[config.mk]
export PLATFORM = sky130hd
export DESIGN_NAME = config_reg_rx_flat
export DESIGN_NICKNAME = d
export VERILOG_FILES = /design/src/rtl/config_reg_rx_pkg.sv /design/src/rtl/config_reg_rx_if.sv /design/src/rtl/config_reg_rx_pin_sync_edge.sv /design/src/rtl/config_reg_rx.sv /design/src/flat_wrapper.sv
export SDC_FILE = /design/constraint.sdc
export NUM_CORES = 1
export LEC_CHECK = 0
export CAP_MARGIN = 20
export CORE_UTILIZATION = 30
export CTS_CLUSTER_SIZE = 28
export DETAILED_ROUTE_END_ITERATION = 10
export PLACE_DENSITY_LB_ADDON = 0.08
export SETUP_SLACK_MARGIN = 0.02
export SYNTH_ARGS = -nofsm -noshare
export SYNTH_HDL_FRONTEND = slang
export SYNTH_HIERARCHICAL = 1
export SYNTH_SLANG_ARGS = --single-unit
[constraint.sdc]
create_clock -name clk -period 2.5 [get_ports clk]
set_input_delay 0.5 -clock clk [delete_from_list [all_inputs] [get_ports clk]]
set_output_delay 0.5 -clock clk [all_outputs]
set_load 0.02 [all_outputs]
[src/rtl/config_reg_rx_pkg.sv]
// Shared definitions for the serial configuration receiver: register field
// positions, frame geometry and the receive FSM state type.
package cfg_pkg;

   localparam int CFG_W = 48;

   // Field positions inside the committed configuration register.
   localparam int CFD_DIS_LSB       = 0;
   localparam int CFD_DIS_W         = 30;
   localparam int TESTMODE_PEAK_HG  = 30;
   localparam int PULSER_HG_L       = 31;
   localparam int HOLES             = 32;
   localparam int FOUR_USEC_L       = 33;
   localparam int TESTMODE_CORE     = 34;
   localparam int TESTMODE_CSA      = 35;
   localparam int USE_EVEN_PULSER   = 36;
   localparam int TESTMODE_PEAK_EXT = 37;
   localparam int TESTMODE_SHAPER   = 38;
   localparam int USE_ODD_PULSER    = 39;
   localparam int CHIP_ID_LSB       = 40;
   localparam int CHIP_ID_W         = 8;

   // Received-bit counter: wide enough to tell 48 apart from overruns.
   localparam int             CNT_W   = 6;
   localparam logic [CNT_W-1:0] CNT_MAX = '1;

   typedef enum logic [1:0] {
      IDLE  = 2'd0,
      SHIFT = 2'd1,
      CHECK = 2'd2
   } rx_state_e;

   // A frame is addressed to us when it carries our ID or the broadcast ID.
   function automatic logic id_match(input logic [CHIP_ID_W-1:0] id,
                                     input logic [CHIP_ID_W-1:0] mine,
                                     input logic [CHIP_ID_W-1:0] bcast);
      return (id == mine) || (id == bcast);
   endfunction

endpackage

[src/rtl/config_reg_rx_if.sv]
// Pin-side and control-side signals of the configuration receiver.
// slave: the receiver itself; master: whoever drives the pins and uses the
// decoded controls.
interface config_reg_rx_if;
   import cfg_pkg::*;

   logic                 sinp;
   logic                 sclk;
   logic [CFG_W-1:0]     config_q;
   logic [CFD_DIS_W-1:0] cfd_disable;
   logic                 testmode_peak_hg;
   logic                 pulser_hg_l;
   logic                 holes;
   logic                 four_usec_l;
   logic                 testmode_core;
   logic                 testmode_csa;
   logic                 use_even_pulser;
   logic                 testmode_peak_ext;
   logic                 testmode_shaper;
   logic                 use_odd_pulser;
   logic [CHIP_ID_W-1:0] chip_id;
   logic                 cfg_valid;
   logic                 frame_err;

   modport slave (
      input  sinp, sclk,
      output config_q, cfd_disable, testmode_peak_hg, pulser_hg_l, holes,
             four_usec_l, testmode_core, testmode_csa, use_even_pulser,
             testmode_peak_ext, testmode_shaper, use_odd_pulser, chip_id,
             cfg_valid, frame_err
   );

   modport master (
      output sinp, sclk,
      input  config_q, cfd_disable, testmode_peak_hg, pulser_hg_l, holes,
             four_usec_l, testmode_core, testmode_csa, use_even_pulser,
             testmode_peak_ext, testmode_shaper, use_odd_pulser, chip_id,
             cfg_valid, frame_err
   );

endinterface

[src/rtl/config_reg_rx_pin_sync_edge.sv]
// Two-flop synchroniser for asynchronous pins. The edge pin additionally
// gets an edge register and a rising-edge strobe; the data pins share the
// same synchroniser depth so they stay aligned with the strobe.
module pin_sync_edge #(
   parameter int DATA_W = 1
) (
   input  logic              clk,
   input  logic              reset_l,
   input  logic              edge_pin_i,
   input  logic [DATA_W-1:0] data_pin_i,
   output logic              edge_rise_o,
   output logic [DATA_W-1:0] data_s_o
);

   logic              edge_s1_q, edge_s2_q, edge_prev_q;
   logic [DATA_W-1:0] data_s1_q, data_s2_q;

   // Synchronise all pins and remember the previous synchronised edge level.
   // NOTE: every clocked register uses non-blocking assignment so that all
   // flops sample the values from before the edge, as real hardware does.
   always_ff @(posedge clk or negedge reset_l) begin
      if (!reset_l) begin
         edge_s1_q   <= 1'b0;
         edge_s2_q   <= 1'b0;
         edge_prev_q <= 1'b0;
         data_s1_q   <= '0;
         data_s2_q   <= '0;
      end else begin
         edge_s1_q   <= edge_pin_i;
         edge_s2_q   <= edge_s1_q;
         edge_prev_q <= edge_s2_q;
         data_s1_q   <= data_pin_i;
         data_s2_q   <= data_s1_q;
      end
   end

   assign edge_rise_o = edge_s2_q & ~edge_prev_q;
   assign data_s_o    = data_s2_q;

endmodule

[src/rtl/config_reg_rx.sv]
// Serial configuration receiver: oversamples sinp/sclk, shifts in a frame
// MSB first, and after an idle gap commits it to the configuration register
// when it is exactly CFG_W bits long and addressed to this chip.
module config_reg_rx
   import cfg_pkg::*;
#(
   parameter int unsigned          TIMEOUT   = 256,
   parameter logic [CHIP_ID_W-1:0] MY_ID     = 8'h00,
   parameter logic [CHIP_ID_W-1:0] BCAST_ID  = 8'hFF,
   parameter logic [CFG_W-1:0]     RESET_CFG = 48'h0001_0000_0000
) (
   input  logic            clk,
   input  logic            reset_l,
   config_reg_rx_if.slave  bus
);

   localparam int               IDLE_W    = $clog2(TIMEOUT + 1);
   localparam logic [IDLE_W-1:0] TIMEOUT_V = IDLE_W'(TIMEOUT);

   logic             sclk_rise;
   logic             sinp_s;

   rx_state_e        state_q;
   logic [CFG_W-1:0] sr_q, sr_d;
   logic [CNT_W-1:0] cnt_q, cnt_d;
   logic [IDLE_W-1:0] idle_q;
   logic [CFG_W-1:0] cfg_q;
   logic             cfg_valid_q;
   logic             frame_err_q;

   pin_sync_edge #(
      .DATA_W (1)
   ) u_sync (
      .clk         (clk),
      .reset_l     (reset_l),
      .edge_pin_i  (bus.sclk),
      .data_pin_i  (bus.sinp),
      .edge_rise_o (sclk_rise),
      .data_s_o    (sinp_s)
   );

   // Next shift-register contents and saturating bit count for a detected rise.
   // NOTE: every signal assigned here gets a value on every path so that no
   // latch is inferred.
   always_comb begin
      sr_d  = {sr_q[CFG_W-2:0], sinp_s};
      cnt_d = (cnt_q == CNT_MAX) ? cnt_q : cnt_q + CNT_W'(1);
   end

   // Receive FSM: shift on each rise, close the frame after TIMEOUT idle clks,
   // then decide commit or discard in a single CHECK cycle.
   // NOTE: the shift register is reset along with the rest of the state; it is
   // a plain flop chain, not a RAM, so the reset costs nothing and keeps
   // simulation free of X.
   always_ff @(posedge clk or negedge reset_l) begin
      if (!reset_l) begin
         state_q     <= IDLE;
         sr_q        <= '0;
         cnt_q       <= '0;
         idle_q      <= '0;
         cfg_q       <= RESET_CFG;
         cfg_valid_q <= 1'b0;
         frame_err_q <= 1'b0;
      end else begin
         cfg_valid_q <= 1'b0;
         frame_err_q <= 1'b0;
         case (state_q)
            IDLE: begin
               cnt_q  <= '0;
               idle_q <= '0;
               if (sclk_rise) begin
                  sr_q    <= sr_d;
                  cnt_q   <= CNT_W'(1);
                  idle_q  <= TIMEOUT_V;
                  state_q <= SHIFT;
               end
            end
            SHIFT: begin
               if (sclk_rise) begin
                  sr_q   <= sr_d;
                  cnt_q  <= cnt_d;
                  idle_q <= TIMEOUT_V;
               end else if (idle_q <= IDLE_W'(1)) begin
                  // Counter reaches zero on this edge: the frame is closed.
                  idle_q  <= '0;
                  state_q <= CHECK;
               end else begin
                  idle_q <= idle_q - IDLE_W'(1);
               end
            end
            CHECK: begin
               // Rises arriving here are ignored; the sender's gap prevents them.
               if (cnt_q == CNT_W'(CFG_W) &&
                   id_match(sr_q[CHIP_ID_LSB +: CHIP_ID_W], MY_ID, BCAST_ID)) begin
                  cfg_q       <= sr_q;
                  cfg_valid_q <= 1'b1;
               end else begin
                  frame_err_q <= 1'b1;
               end
               cnt_q   <= '0;
               state_q <= IDLE;
            end
            default: state_q <= IDLE;
         endcase
      end
   end

   // Decoded controls are plain slices of the committed register, so they only
   // move when a whole frame is accepted.
   assign bus.config_q          = cfg_q;
   assign bus.cfd_disable       = cfg_q[CFD_DIS_LSB +: CFD_DIS_W];
   assign bus.testmode_peak_hg  = cfg_q[TESTMODE_PEAK_HG];
   assign bus.pulser_hg_l       = cfg_q[PULSER_HG_L];
   assign bus.holes             = cfg_q[HOLES];
   assign bus.four_usec_l       = cfg_q[FOUR_USEC_L];
   assign bus.testmode_core     = cfg_q[TESTMODE_CORE];
   assign bus.testmode_csa      = cfg_q[TESTMODE_CSA];
   assign bus.use_even_pulser   = cfg_q[USE_EVEN_PULSER];
   assign bus.testmode_peak_ext = cfg_q[TESTMODE_PEAK_EXT];
   assign bus.testmode_shaper   = cfg_q[TESTMODE_SHAPER];
   assign bus.use_odd_pulser    = cfg_q[USE_ODD_PULSER];
   assign bus.chip_id           = cfg_q[CHIP_ID_LSB +: CHIP_ID_W];
   assign bus.cfg_valid         = cfg_valid_q;
   assign bus.frame_err         = frame_err_q;

endmodule

[src/flat_wrapper.sv]
// flat-port wrapper written by rule: the top's interface ports become plain ports
module config_reg_rx_flat import cfg_pkg::*;
#(
   parameter int unsigned          TIMEOUT   = 256,
   parameter logic [CHIP_ID_W-1:0] MY_ID     = 8'h00,
   parameter logic [CHIP_ID_W-1:0] BCAST_ID  = 8'hFF,
   parameter logic [CFG_W-1:0]     RESET_CFG = 48'h0001_0000_0000
)
  (clk, reset_l, bus_sinp, bus_sclk, bus_config_q, bus_cfd_disable, bus_testmode_peak_hg, bus_pulser_hg_l, bus_holes, bus_four_usec_l, bus_testmode_core, bus_testmode_csa, bus_use_even_pulser, bus_testmode_peak_ext, bus_testmode_shaper, bus_use_odd_pulser, bus_chip_id, bus_cfg_valid, bus_frame_err);
  config_reg_rx_if bus_i ();
  input  logic clk;
  input  logic reset_l;
  input wire logic [$bits(bus_i.sinp)-1:0] bus_sinp;
  input wire logic [$bits(bus_i.sclk)-1:0] bus_sclk;
  output wire logic [$bits(bus_i.config_q)-1:0] bus_config_q;
  output wire logic [$bits(bus_i.cfd_disable)-1:0] bus_cfd_disable;
  output wire logic [$bits(bus_i.testmode_peak_hg)-1:0] bus_testmode_peak_hg;
  output wire logic [$bits(bus_i.pulser_hg_l)-1:0] bus_pulser_hg_l;
  output wire logic [$bits(bus_i.holes)-1:0] bus_holes;
  output wire logic [$bits(bus_i.four_usec_l)-1:0] bus_four_usec_l;
  output wire logic [$bits(bus_i.testmode_core)-1:0] bus_testmode_core;
  output wire logic [$bits(bus_i.testmode_csa)-1:0] bus_testmode_csa;
  output wire logic [$bits(bus_i.use_even_pulser)-1:0] bus_use_even_pulser;
  output wire logic [$bits(bus_i.testmode_peak_ext)-1:0] bus_testmode_peak_ext;
  output wire logic [$bits(bus_i.testmode_shaper)-1:0] bus_testmode_shaper;
  output wire logic [$bits(bus_i.use_odd_pulser)-1:0] bus_use_odd_pulser;
  output wire logic [$bits(bus_i.chip_id)-1:0] bus_chip_id;
  output wire logic [$bits(bus_i.cfg_valid)-1:0] bus_cfg_valid;
  output wire logic [$bits(bus_i.frame_err)-1:0] bus_frame_err;
  assign bus_i.sinp = bus_sinp;
  assign bus_i.sclk = bus_sclk;
  assign bus_config_q = bus_i.config_q;
  assign bus_cfd_disable = bus_i.cfd_disable;
  assign bus_testmode_peak_hg = bus_i.testmode_peak_hg;
  assign bus_pulser_hg_l = bus_i.pulser_hg_l;
  assign bus_holes = bus_i.holes;
  assign bus_four_usec_l = bus_i.four_usec_l;
  assign bus_testmode_core = bus_i.testmode_core;
  assign bus_testmode_csa = bus_i.testmode_csa;
  assign bus_use_even_pulser = bus_i.use_even_pulser;
  assign bus_testmode_peak_ext = bus_i.testmode_peak_ext;
  assign bus_testmode_shaper = bus_i.testmode_shaper;
  assign bus_use_odd_pulser = bus_i.use_odd_pulser;
  assign bus_chip_id = bus_i.chip_id;
  assign bus_cfg_valid = bus_i.cfg_valid;
  assign bus_frame_err = bus_i.frame_err;
  config_reg_rx #(.TIMEOUT(TIMEOUT), .MY_ID(MY_ID), .BCAST_ID(BCAST_ID), .RESET_CFG(RESET_CFG)) u_core (.clk(clk), .reset_l(reset_l), .bus(bus_i));
endmodule
==> impl_metrics.py, run 1 <==
metrics = {
    "finish": {
        "diodes": 0,
        "fillCellCount": 1640,
        "areaGrowthSynthToFinish_pct": 28.52,
        "layout.cells.non_filler": 691,
        "final_common_cell": "dfrtp_1",
        "drive_gt1_share_pct": 29.83,
        "nets": 464,
        "layout_common_cells": "dfrtp_1, clkdlybuf4s50_1, mux2_2, mux2_4, clkbuf_16",
    },
    "clock_network": {
        "cts_buffer_depth": 2,
        "cts_resized": 0,
        "clock_sinks": 120,
        "hold_buffers": 0,
        "clk_pin_slew_worst_paths_ns": 0.05,
        "insertion_delay_ns": 0.41,
        "cts_tree": "built",
        "postCtsSetupBuffers": 0,
        "cts_buffers": 17,
        "htreeDepth": 4,
        "clk_root_buffer_cell": "clkbuf_16",
    },
    "timing": {
        "min_period_ns": 2.161,
        "finalHoldViolCount": 0,
        "slew_viol_final": 0,
        "rsz0062_at_grt": "false",
        "worstMarginPinSlew_ns": 0.6027,
        "setup_tns_ns": 0,
        "slew_headroom_pct": 59.82,
        "finClkSkew_ns": 0.007455,
        "min_period_over_period_pct": 86.44,
        "fmax_mhz": 462.8,
        "setup-violations-final": 0,
    },
    "power_and_ir_drop": {
        "leakagePower_nw": 3.165,
        "power_density_nw_per_um2": 822.1,
        "vdd_drop_max_v": 0.0005095,
    },
    "critical_path": {
        "cp_max_fo": 23,
        "arrival_ns": 2.45,
        "slowest_stage": "nor4b_1",
        "cp-end-kind": "flip-flop",
        "critPathBufInv": 3,
        "critPathKind": "reg -> reg",
        "crit_family": "simple AND/OR/NAND/NOR gates",
        "cp_common_cell": "inv_1",
        "path_cells": "inv_1, ha_1, inv_1, nor4b_1, o2111ai_4, buf_4, mux2_4",
        "max_stage_delay_ns": 0.48,
        "critPathRequiredTime_ns": 2.79,
        "critPathLaunchType": "flip-flop",
    },
    "logic_synthesis": {
        "avgSynthCellArea_sq_um": 13.58,
        "synth_top_family_by_area": "multiplexers",
        "yosys_warnings": 6,
        "postSynthCellCount": 387,
        "seq_area_frac_synth_pct": 57.15,
        "synth_xor_area_share_pct": 0.1666,
        "ys_types": 44,
        "synth_area_sq_um": 5256,
        "ys_seq_elements": 120,
        "synth_compound_gate_area_share_pct": 3.999,
        "synth-simple-area-share_pct": 5.713,
        "synthMuxAreaShare_pct": 22.19,
        "synth_fp_nets": 398,
        "synthAdderAreaFrac_pct": 1.666,
    },
    "job": {
        "max_cap_violations": 0,
    },
    "die": {
        "die_w_um": 134.4,
        "die_area_sq_um": 18050,
        "rows": 48,
        "die_h_um": 134.4,
        "io_pins": 102,
        "core_area_sq_um": 17180,
        "start_util_pct": 30.60,
    },
    "status": {
        "status": "finished, final reports clean",
    },
    "place": {
        "hpwlAfterDp_um": 6013,
        "dp_cells": 659,
        "gp_congestion": 0.7349,
        "port_buffers": 101,
    },
    "global_route": {
        "grt_overflow": 0,
        "grt_usage_pct": 11.42,
        "antenna_found_initial": 0,
        "grt_max_degree": 50,
        "grt_pass1_vias": 3062,
        "grt_pass1_wl_um": 15660,
    },
    "min_path": {
        "hold_class": "in -> async",
    },
    "route": {
        "routedWlPerCell_um": 13.48,
        "drt-pass1-iter-count": 4,
        "wirelength_um": 9316,
        "ant_nets": 0,
        "num_vias": 3058,
        "drt-initial-drc-count": 128,
        "drc": 0,
        "viasPerCell": 4.425,
    },
}
[registers in the layout, summed over array words and instances (netlist names)]
| signal | flops |
|---|---|
| u_core/state_q | 2 |
| u_core/u_sync/edge_s1_q | 1 |
| u_core/sr_q | 48 |
| u_core/bus.config_q | 48 |
| u_core/idle_q | 9 |
| u_core/u_sync/data_s_o | 1 |
| u_core/cnt_q | 6 |
| u_core/u_sync/data_s1_q | 1 |
| u_core/bus.cfg_valid | 1 |
| u_core/bus.frame_err | 1 |
| u_core/u_sync/edge_s2_q | 1 |
| u_core/u_sync/edge_prev_q | 1 |
[cells in the mapped netlist]
cell type | number | area [sq um]
a21o_1 | 3 | 22.52
a21oi_1 | 3 | 15.01
a31oi_1 | 1 | 6.260
a32o_1 | 1 | 10.01
a41o_1 | 1 | 10.01
and2_1 | 1 | 6.260
and3_1 | 1 | 6.260
buf_1 | 4 | 15.01
buf_2 | 2 | 10.01
buf_4 | 49 | 367.9
buf_6 | 2 | 22.52
clkbuf_1 | 6 | 22.52
dfrtp_1 | 119 | 2978
dfstp_2 | 1 | 26.28
ha_1 | 7 | 87.58
inv_1 | 11 | 41.29
mux2_2 | 76 | 855.8
mux2_4 | 20 | 300.3
mux2i_1 | 1 | 10.01
nand2_1 | 10 | 37.54
nand2b_1 | 2 | 12.51
nand3_1 | 6 | 30.03
nand3b_1 | 1 | 7.510
nand4_1 | 3 | 18.77
nand4b_1 | 1 | 8.760
nor2_1 | 12 | 45.04
nor2b_1 | 1 | 6.260
nor2b_4 | 1 | 13.76
nor3_1 | 6 | 30.03
nor4_1 | 2 | 12.51
nor4b_1 | 1 | 8.760
o2111ai_1 | 1 | 8.760
o211ai_1 | 1 | 7.510
o21a_1 | 1 | 7.510
o21ai_0 | 12 | 60.06
o21bai_1 | 1 | 7.510
o221ai_1 | 3 | 26.28
o22ai_1 | 2 | 12.51
o2bb2ai_1 | 1 | 8.760
o31ai_1 | 1 | 7.510
or2_2 | 1 | 6.260
or3_1 | 2 | 12.51
or4_1 | 5 | 37.54
xnor2_1 | 1 | 8.760
[metrics by stage]
step / hold slack, ns / worst slack (ns) / total power, mW / utilization (%) / area (sq um)
floorplan: 0.2044 / 0.5927 / 3.121 / - / 5256
global placement: 0.3340 / 0.3982 / 3.422 / 36.25 / 6226
detailed placement: 0.3362 / 0.3612 / 3.442 / 36.25 / 6226
CTS: 0.1062 / 0.3427 / 5.666 / 39.33 / 6755
global route: 0.1358 / 0.1869 / 5.909 / 39.33 / 6755
finish: 0.1021 / 0.3391 / 5.553 / 39.33 / 6755
[layer usage]
metal | wire, um | global-route usage [%] | part of all wire, %
met2 | 4360 | 17.44 | 47
met4 | 218 | 6.554 | 2.3
met5 | 0 | 0 | 0
met1 | 4334 | 14.30 | 47
met3 | 402 | 3.515 | 4.3
[cells by family after synthesis]
kind of cell,count (synthesis)
fa+ha+maj,7
buf+inv,74
mux,97
xor+xnor,1
flops,120
compound gates,32
simple gates,56
[power breakdown]
group | internal (mW) | switching (mW)
clock | 1.33 | 0.825
combinational | 0.463 | 0.563
sequential | 2.17 | 0.197
total | 3.97 | 1.59
[layout make-up]
type	count	area [sq um]	area share (%)
sequential	120	3004	44.47
multi-input combinational	193	1798	26.62
timing repair buffer	110	1101	16.30
clock buffer	24	481.7	7.131
tap	225	281.5	4.167
clock inverter	8	47.55	0.7038
inverter	11	41.29	0.6112
[final timing paths]
path | endpoint | cells past startpoint | slack, ns | start
max | u_core/bus.config_q[39]$_DFFE_PN0P_ | 7 | 0.34 | u_core/state_q[0]$_DFFE_PN0P_
min | u_core/bus.config_q[46]$_DFFE_PN0P_ | 1 | 0.10 | reset_l
max reg2reg | u_core/bus.config_q[39]$_DFFE_PN0P_ | 7 | 0.34 | u_core/state_q[0]$_DFFE_PN0P_
min reg2reg | u_core/u_sync/data_s_o$_DFF_PN0_ | 0 | 0.35 | u_core/u_sync/data_s1_q$_DFF_PN0_
max in group asynchronous | u_core/sr_q[31]$_DFFE_PN0P_ | 2 | 1.72 | reset_l
min in group clk | u_core/u_sync/data_s_o$_DFF_PN0_ | 0 | 0.35 | u_core/u_sync/data_s1_q$_DFF_PN0_
Power figures use the tool's default switching activity.
==> run 2, diff against run 1 <==
ABC_AREA = 1   (was unset)
==> run 2 against run 1 <==
  * Critical endpoint is now bus_holes
  * Clock power up 14%
  * Power increased by 15%
  * Synthesized area is 2.5% higher
  * Hold slack improved by 0.24 ns
  * Largest power group is now clock
==> impl_metrics.py, run 2 <==
metrics = {
    "route": {
        "wirelength_um": 11020,
        "drt-initial-drc-count": 137,
        "viasPerCell": 4.471,
        "drt-pass1-iter-count": 6,
        "num_vias": 3742,
        "routedWlPerCell_um": 13.17,
        "ant_nets": 0,
        "drc": 0,
    },
    "min_path": {
        "hold_class": "reg -> reg",
        "min_path_cells": 0,
    },
    "power_and_ir_drop": {
        "leakagePower_nw": 3.320,
        "power_density_nw_per_um2": 921.1,
        "vdd_drop_max_v": 0.0005379,
    },
    "timing": {
        "finalHoldViolCount": 0,
        "min_period_ns": 2.046,
        "setup-violations-final": 0,
        "min_period_over_period_pct": 81.82,
        "fmax_mhz": 488.9,
        "worstMarginPinSlew_ns": 0.5718,
        "slew_viol_final": 0,
        "rsz0062_at_grt": "false",
        "fin_hold_ws_ns": 0.3453,
        "setup_tns_ns": 0,
        "slew_headroom_pct": 61.75,
        "setup_ws_ns": 0.4544,
        "finClkSkew_ns": 0.006148,
    },
    "critical_path": {
        "max_stage_delay_ns": 0.60,
        "cp_max_fo": 3,
        "crit_cells": 1,
        "critPathBufInv": 1,
        "r2r_slack_ns": 0.59,
        "ff2ff_path_depth": 7,
        "slowest_stage": "clkdlybuf4s50_1",
        "critPathRequiredTime_ns": 2.00,
        "cp-end-kind": "output port",
        "arrival_ns": 1.55,
        "critPathLaunchType": "flip-flop",
        "path_cells": "clkdlybuf4s50_1",
        "crit_family": "buffers and inverters",
        "critPathKind": "reg -> out",
    },
    "global_route": {
        "antenna_found_initial": 0,
        "grt_pass1_vias": 3719,
        "grt_pass1_wl_um": 18360,
        "grt_max_degree": 69,
        "grt_usage_pct": 12.97,
        "grt_overflow": 0,
    },
    "place": {
        "placedInstanceArea_sq_um": 6302,
        "gp_congestion": 0.8068,
        "port_buffers": 101,
        "hpwlAfterDp_um": 7318,
        "post-place-ws_ns": 0.5849,
    },
    "logic_synthesis": {
        "synth_ff_type": "dfrtp_1",
        "synth-edff-count": 0,
        "ys_types": 29,
        "yosys_warnings": 6,
        "synthArstFlopShare_pct": 100.0,
        "postSynthCellCount": 540,
        "ys_seq_elements": 120,
        "synth_top_area_share_pct": 55.28,
        "synthTopCellsByArea": "dfrtp_1, nand2_1, mux2_2, buf_4, nand4_1",
        "synth.most_common_cell": "nand2_1",
        "synth_fp_nets": 551,
        "yosysTopAreaCell": "dfrtp_1",
        "seq_area_frac_synth_pct": 55.77,
        "synthTopCellsByCount": "nand2_1, dfrtp_1, buf_4",
        "avgSynthCellArea_sq_um": 9.975,
        "synth_area_sq_um": 5386,
    },
    "job": {
        "max_cap_violations": 0,
    },
    "clock_network": {
        "cts_buffer_depth": 2,
        "clock_sinks": 120,
        "postCtsSetupBuffers": 0,
        "cts_resized": 0,
        "cts_tree": "built",
        "htreeDepth": 4,
        "clk_root_buffer_cell": "clkbuf_16",
        "clk_pin_slew_worst_paths_ns": 0.06,
        "insertion_delay_ns": 0.41,
        "cts_buffers": 17,
    },
    "die": {
        "start_util_pct": 30.93,
        "rows": 48,
        "die_area_sq_um": 18490,
        "die_h_um": 136.0,
        "die_w_um": 136.0,
        "io_pins": 102,
        "core_area_sq_um": 17420,
    },
    "finish": {
        "fillCellCount": 1775,
        "layout_common_cells": "nand2_1, dfrtp_1, clkdlybuf4s50_1, nand4_1, mux2_2",
        "design_area_sq_um": 6910,
        "final_common_cell": "nand2_1",
        "areaGrowthSynthToFinish_pct": 28.29,
        "diodes": 0,
        "drive_gt1_share_pct": 15.36,
        "nets": 610,
    },
    "status": {
        "status": "finished, final reports clean",
    },
}
[run 2: kinds of logic (layout without fill, tap and decap cells)]
group	Yosys count	after routing	share of synthesized area (%)
adders and majority gates	7	7	1.626
DFF	120	120	55.77
muxes	40	40	8.362
xor gates and xnor gates	5	5	0.8130
and+or+nand+nor	229	229	18.86
buffers and inverters	108	180	11.47
AOI/OAI and AO/OA	31	31	3.089
[run 2: routing by layer]
metal / track usage [%] / vias up / share of wire, % / wire, um
met5: 0 / - / 0 / 0
met4: 5.679 / 0 / 1.6 / 171
met3: 3.803 / 17 / 3.4 / 375
met2: 20.52 / 67 / 48 / 5340
met1: 16.41 / 1813 / 47 / 5137
li1: - / 1845 / - / -
[run 2: area by class of cell]
class	instances	area (sq um)	share of cell area (%)
inverters	35	131.4	1.901
multi-input cells	312	1782	25.78
clock buffers	20	446.7	6.464
repair buffers	113	1114	16.11
well taps	225	281.5	4.074
flip-flops and latches	120	3004	43.47
clock inverters	12	151.4	2.191
[run 2: path summary, 6_finish.rpt]
| kind | startpoint | to |
|---|---|---|
| setup / recovery | u_core/bus.config_q[32]$_DFFE_PN1P_ | bus_holes |
| hold / removal | u_core/u_sync/data_s1_q$_DFF_PN0_ | u_core/u_sync/data_s_o$_DFF_PN0_ |
| setup reg to reg | u_core/state_q[1]$_DFFE_PN0P_ | u_core/idle_q[5]$_DFFE_PN0P_ |
| hold reg to reg | u_core/u_sync/data_s1_q$_DFF_PN0_ | u_core/u_sync/data_s_o$_DFF_PN0_ |
| max in group asynchronous | reset_l | u_core/sr_q[15]$_DFFE_PN0P_ |
| min in group asynchronous | reset_l | u_core/idle_q[3]$_DFFE_PN0P_ |
[run 2: timing repair]
item                       4_1_cts  5_1_grt
hold endpoints to repair        13        0
setup endpoints to repair        0        0
hold buffers                     1        0
[run 2: where the power goes]
| part | switching [mW] | internal (mW) | total, mW |
|---|---|---|---|
| clock | 0.873 | 1.59 | 2.46 |
| sequential | 0.196 | 2.21 | 2.41 |
| combinational | 0.970 | 0.529 | 1.50 |
| total | 2.04 | 4.33 | 6.37 |
[run 2: metrics by stage]
step	power (mW)	std cells	utilization [%]
final	6.365	837	39.68
after global routing	6.803	837	39.68
after CTS	6.459	837	39.68
after detailed placement	3.943	804	36.19
after global placement	3.918	804	36.19
after floorplan	3.536	540	-
